**config.mk**
```make
export PLATFORM = sky130hd
export DESIGN_NAME = uart_tx
export DESIGN_NICKNAME = d
export VERILOG_FILES = /design/src/rtl/uart_pkg.sv /design/src/rtl/uart_baud_cnt.sv /design/src/rtl/uart_tx.sv
export SDC_FILE = /design/constraint.sdc
export NUM_CORES = 1
export LEC_CHECK = 0
export CORE_ASPECT_RATIO = 1.1
export CORE_UTILIZATION = 56
export CTS_CLUSTER_SIZE = 30
export DETAILED_ROUTE_END_ITERATION = 10
export PLACE_DENSITY_LB_ADDON = 0.15
export RECOVER_POWER = 50
export SLEW_MARGIN = 20
export SYNTH_ARGS = -nofsm -noshare
export SYNTH_HDL_FRONTEND = slang
export SYNTH_SLANG_ARGS = --single-unit
```
**constraint.sdc**
```tcl
create_clock -name clock -period 3.1 [get_ports clock]
set_clock_uncertainty 0.2 [all_clocks]
set_input_delay 0.465 -clock clock [delete_from_list [all_inputs] [get_ports clock]]
set_output_delay 0.465 -clock clock [all_outputs]
set_load 0.02 [all_outputs]
```
**src/rtl/uart_pkg.sv**
```systemverilog
// Shared UART types and helpers for uart_tx and uart_rx.
// Latency: n/a (types, constants and an elaboration-time function only).
// Backpressure: n/a.
package uart_pkg;

  localparam int DATA_BITS = 8;

  typedef enum logic [1:0] {
    PAR_NONE,
    PAR_ODD,
    PAR_EVEN
  } parity_t;

  typedef enum logic [2:0] {
    IDLE,
    START,
    DATA,
    PARITY,
    STOP
  } tx_state_t;

  // Integer cycles per bit; the remainder is dropped, matching the receiver.
  function automatic int clks_per_bit(input int clk_freq, input int baud);
    return clk_freq / baud;
  endfunction

endpackage

```
**src/rtl/uart_baud_cnt.sv**
```systemverilog
// Bit-period timer: counts 0..CLKS_PER_BIT-1 while enabled, pulses bit_end on the terminal count.
// Latency: bit_end is combinational from the count; the count wraps to 0 on the same edge.
// Backpressure: none; clear restarts the bit period from 0 on the next edge.
module uart_baud_cnt #(
  parameter int CLKS_PER_BIT = 868
) (
  input  logic clock,
  input  logic rst,
  input  logic clear,
  input  logic enable,
  output logic bit_end
);

  localparam int CW = (CLKS_PER_BIT > 2) ? $clog2(CLKS_PER_BIT) : 1;
  localparam logic [CW-1:0] TERM = CW'(CLKS_PER_BIT - 1);

  logic [CW-1:0] cnt;

  assign bit_end = enable && (cnt == TERM);

  // Free-running bit timer, restarted on clear and wrapped on the terminal count.
  always_ff @(posedge clock or posedge rst) begin
    if (rst) begin
      cnt <= '0;
    end else if (clear || bit_end) begin
      cnt <= '0;
    end else if (enable) begin
      cnt <= cnt + 1'b1;
    end
  end

endmodule

```
**src/rtl/uart_tx.sv**
```systemverilog
// UART transmitter: one byte per request, start + 8 data (LSB first) + optional parity + 1/2 stop bits.
// Latency: tx falls on the acceptance edge; tx_done pulses one cycle after the last stop bit ends.
// Backpressure: tx_busy high during a frame; tx_send is ignored (not queued) while busy.
module uart_tx
  import uart_pkg::*;
#(
  parameter int      CLK_FREQ     = 100_000_000,
  parameter int      BAUD         = 115_200,
  parameter int      CLKS_PER_BIT = clks_per_bit(CLK_FREQ, BAUD),
  parameter parity_t PARITY       = PAR_NONE,
  parameter int      STOP_BITS    = 1
) (
  input  logic                 clock,
  input  logic                 rst,
  input  logic [DATA_BITS-1:0] tx_data,
  input  logic                 tx_send,
  output logic                 tx_busy,
  output logic                 tx_done,
  output logic                 tx
);

  if (CLKS_PER_BIT < 2) begin : g_bad_cpb
    $error("uart_tx: CLKS_PER_BIT must be at least 2");
  end
  if (STOP_BITS != 1 && STOP_BITS != 2) begin : g_bad_stop
    $error("uart_tx: STOP_BITS must be 1 or 2");
  end

  localparam logic       PAR_EN    = (PARITY != PAR_NONE);
  localparam logic       PAR_ODD_B = (PARITY == PAR_ODD);
  localparam logic       LAST_STOP = (STOP_BITS == 2);
  localparam logic [2:0] LAST_BIT  = 3'(DATA_BITS - 1);

  tx_state_t            state, state_n;
  logic [DATA_BITS-1:0] shreg, shreg_n;
  logic [2:0]           bit_idx, bit_idx_n;
  logic                 stop_idx, stop_idx_n;
  logic                 par_bit, par_n;
  logic                 tx_n, busy_n, done_n;
  logic                 bit_end, last_stop, accept;

  // The final stop-bit edge doubles as an acceptance edge so that a held
  // request restarts with no idle gap; tx_busy never drops in that case.
  assign last_stop = (state == STOP) && bit_end && (stop_idx == LAST_STOP);
  assign accept    = tx_send && ((state == IDLE) || last_stop);

  uart_baud_cnt #(
    .CLKS_PER_BIT (CLKS_PER_BIT)
  ) u_baud (
    .clock   (clock),
    .rst     (rst),
    .clear   (accept),
    .enable  (state != IDLE),
    .bit_end (bit_end)
  );

  // State, datapath and registered line outputs.
  always_ff @(posedge clock or posedge rst) begin
    if (rst) begin
      state    <= IDLE;
      shreg    <= '0;
      bit_idx  <= '0;
      stop_idx <= 1'b0;
      par_bit  <= 1'b0;
      tx       <= 1'b1;
      tx_busy  <= 1'b0;
      tx_done  <= 1'b0;
    end else begin
      state    <= state_n;
      shreg    <= shreg_n;
      bit_idx  <= bit_idx_n;
      stop_idx <= stop_idx_n;
      par_bit  <= par_n;
      tx       <= tx_n;
      tx_busy  <= busy_n;
      tx_done  <= done_n;
    end
  end

  // Next-state and next-output logic; tx only moves at bit boundaries or on acceptance.
  always_comb begin
    state_n    = state;
    shreg_n    = shreg;
    bit_idx_n  = bit_idx;
    stop_idx_n = stop_idx;
    par_n      = par_bit;
    tx_n       = tx;
    busy_n     = tx_busy;
    done_n     = 1'b0;

    case (state)
      IDLE: begin
        tx_n = 1'b1;
      end
      START: begin
        if (bit_end) begin
          state_n = DATA;
          tx_n    = shreg[0];
        end
      end
      DATA: begin
        if (bit_end) begin
          if (bit_idx == LAST_BIT) begin
            bit_idx_n  = '0;
            stop_idx_n = 1'b0;
            if (PAR_EN) begin
              state_n = uart_pkg::PARITY;
              tx_n    = par_bit;
            end else begin
              state_n = STOP;
              tx_n    = 1'b1;
            end
          end else begin
            bit_idx_n = bit_idx + 3'd1;
            shreg_n   = shreg >> 1;
            tx_n      = shreg[1];
          end
        end
      end
      uart_pkg::PARITY: begin
        if (bit_end) begin
          state_n    = STOP;
          stop_idx_n = 1'b0;
          tx_n       = 1'b1;
        end
      end
      STOP: begin
        if (bit_end) begin
          if (stop_idx == LAST_STOP) begin
            state_n = IDLE;
            busy_n  = 1'b0;
            done_n  = 1'b1;
          end else begin
            stop_idx_n = stop_idx + 1'b1;
          end
        end
      end
      default: begin
        state_n = IDLE;
        tx_n    = 1'b1;
        busy_n  = 1'b0;
      end
    endcase

    if (accept) begin
      state_n   = START;
      shreg_n   = tx_data;
      par_n     = (^tx_data) ^ PAR_ODD_B;
      bit_idx_n = '0;
      tx_n      = 1'b0;
      busy_n    = 1'b1;
    end
  end

endmodule
```
==> results.sh <==
export IMPL_worstPathCellList="ha_1 > nand4b_1 > or3_1 > a21oi_4 > mux2_2"
export IMPL_fin_crit_sh=0.796
export IMPL_start_util=0.619
export IMPL_die_w_um=50.5
export IMPL_initialDrtViolationCount=30
export IMPL_gp_congestion=0.779
export IMPL_die_area_um2=2800
export IMPL_r2r_setup_slack_ps=630
export IMPL_cts_resized=0
export IMPL_cts_setup_buffers=0
export IMPL_finalSetupViolations=0
export IMPL_yosysSeqAreaShare=0.467
export IMPL_setup_ws_ps=633
export IMPL_syn_area_um2=1450
export IMPL_critPathBufInv=0
export IMPL_fp_coreArea_um2=2340
export IMPL_final_layout_size_suffix_gt1_frac=0.115
export IMPL_routed_wl_um=2660
export IMPL_avgSynthCellArea_um2=10.8
export IMPL_vias=1073
export IMPL_synth_edf_count=0
export IMPL_vdd_drop_max_mv=0.352
export IMPL_antenna_left=0
export IMPL_tightest_slew_ps=1370
export IMPL_cts_htree_levels=1
export IMPL_fmax_ghz=0.405
export IMPL_maxCapViolations=0
export IMPL_cts_sinks=27
export IMPL_fin_nets=163
export IMPL_firstDrtPassIters=4
export IMPL_grt_max_degree=28
export IMPL_routedWlPerCell_um=15.0
export IMPL_synth_nets=148
export IMPL_synth_common_cells="dfrtp_1, nor2_1, xnor2_1"
export IMPL_synth_most_common_cell="dfrtp_1"
export IMPL_place_hpwl_um=1960
export IMPL_synth_compound_area_share=0.139
export IMPL_synth_xor_area_frac=0.0483
export IMPL_critical_path_endpoint_type="flop"
export IMPL_cp_start_kind="flop"
export IMPL_drc=0
export IMPL_finalInstanceArea_um2=1630
export IMPL_pre_cts_ws_ps=664
export IMPL_placed_area_um2=1610
export IMPL_synthMuxAreaShare=0.0440
export IMPL_vias_per_cell=6.03
export IMPL_critPathSlowestCell="or3_1"
export IMPL_path_clk_slew_ps=140
export IMPL_netlist_instances=134
export IMPL_grt_overflow_total=0
export IMPL_track_usage=0.217
export IMPL_synth_main_ff_cell="dfrtp_1"
export IMPL_critPathMaxStageDelay_ps=590
export IMPL_ys_types=46
export IMPL_hold_path_class="reg -> reg"
export IMPL_io_pins=14
export IMPL_synth_top_cell_area_share=0.449
export IMPL_cts_tree="yes"
export IMPL_grt_pass1_wl_um=4760
export IMPL_final_hold_viol_count=0
export IMPL_required_ps=3120
export IMPL_cts_path_max_buffers=2
export IMPL_critPathKind="reg -> reg"
export IMPL_power_leakage_nw=0.662
export IMPL_port_buffers=13
export IMPL_status="finished clean"
export IMPL_setup_tns_ps=0
export IMPL_holdBufCountCts=0
export IMPL_yosys_warnings=0
export IMPL_slew_viol_final=0
export IMPL_power_density_nw_per_um2=511
export IMPL_synthArstFlopShare=1.00
export IMPL_num_rows=18
export IMPL_grt_pass1_vias=1118
export IMPL_antenna_found_initial=0
export IMPL_synthAdderAreaFrac=0.0259
export IMPL_synth_top_family_by_area="simple AND/OR/NAND/NOR gates"
export IMPL_synth_area_top_cells="dfrtp_1, nor2_1, xnor2_1"
export IMPL_dieHeight_um=55.4
export IMPL_cp_max_fo=10
export IMPL_clockRootBuffer="clkbuf_4"
export IMPL_syn_to_final_growth_pct=12.3
export IMPL_clk_insertion_delay_late_ps=310
export IMPL_ys_seq_elements=27
export IMPL_rsz0062_at_grt="false"
export IMPL_fin_crit_ps=2470
export IMPL_crit_family="simple AND/OR/NAND/NOR gates"
export IMPL_synth_top_cell_by_area="dfrtp_1"
export IMPL_maxSlewHeadroom=0.0868
export IMPL_antennaDiodeCount=0
export IMPL_critical_path_arrival_ps=2490
export IMPL_cts_buffers=3
export IMPL_synth_simple_area_share=0.251
registers in the layout, indices dropped and copies added (netlist names):
| name | flops |
|---|---|
| tx_busy | 1 |
| state | 3 |
| shreg | 8 |
| tx_done | 1 |
| u_baud.cnt | 10 |
| tx | 1 |
| bit_idx | 3 |
final cells by class:
class	count	area, µm²
Clock buffer	3	22.5
Fill cell	182	713
Clock inverter	1	5.00
Inverter	2	7.51
Tap cell	30	37.5
Sequential cell	27	677
Multi-Input combinational cell	99	731
Timing Repair Buffer	16	149
metal layers:
metal | track usage | vias to the layer above | share of wire
met2 | 0.362 | 20 | 0.51
met5 | 0 | - | 0
met1 | 0.280 | 521 | 0.44
met3 | 0.0275 | 6 | 0.029
met4 | 0.0913 | 0 | 0.020
li1 | - | 526 | -
power by group:
group          switching, mW  internal (mW)
registers             0.0707          0.422
clock network         0.0988         0.0482
logic                 0.0866          0.106
total                  0.256          0.576
stage by stage:
stage | cells | power [mW] | util | hold WS (ps)
2_1_floorplan | 134 | 0.636 | - | 272
3_5_place_dp | 174 | 0.694 | 0.688 | 270
4_1_cts | 178 | 0.843 | 0.700 | 302
5_1_grt | 178 | 0.885 | 0.696 | 334
3_3_place_gp | 174 | 0.683 | 0.688 | 261
6_report | 178 | 0.832 | 0.696 | 299
cell usage in the layout (no fill, tap or decap), drive strengths merged, types with 2 or more instances in the layout:
master,n
inv,2
and2,2
mux2i,3
or3b,2
a221o,5
nor2,19
nor3,4
dfrtp,26
nand3,2
nand2,6
buf,2
nor4,4
and3,5
o21ai,5
a21oi,6
o31ai,2
nand3b,3
clkbuf,4
clkdlybuf4s50,12
a21o,2
nor4b,2
or4b,2
ha,3
xnor2,7
mux2,3
worst paths after layout:
kind	to	cells past startpoint	from
worst max-delay path	shreg[7]$_DFFE_PP0P_	5	u_baud.cnt[0]$_DFFE_PP0P_
worst min-delay path	tx_busy$_DFFE_PP0P_	1	tx_busy$_DFFE_PP0P_
worst max register to register	shreg[7]$_DFFE_PP0P_	5	u_baud.cnt[0]$_DFFE_PP0P_
worst min register to register	tx_busy$_DFFE_PP0P_	1	tx_busy$_DFFE_PP0P_
max in group asynchronous	tx_busy$_DFFE_PP0P_	3	rst
min in group asynchronous	u_baud.cnt[9]$_DFFE_PP0P_	3	rst
kinds of logic after synthesis:
| group | Yosys count |
|---|---|
| xor+xnor | 8 |
| simple gates | 57 |
| flops | 27 |
| compound gates | 25 |
| fa+ha+maj | 3 |
| mux | 6 |
| buf+inv | 8 |
Note: power is estimated with default switching activity, not from simulation.
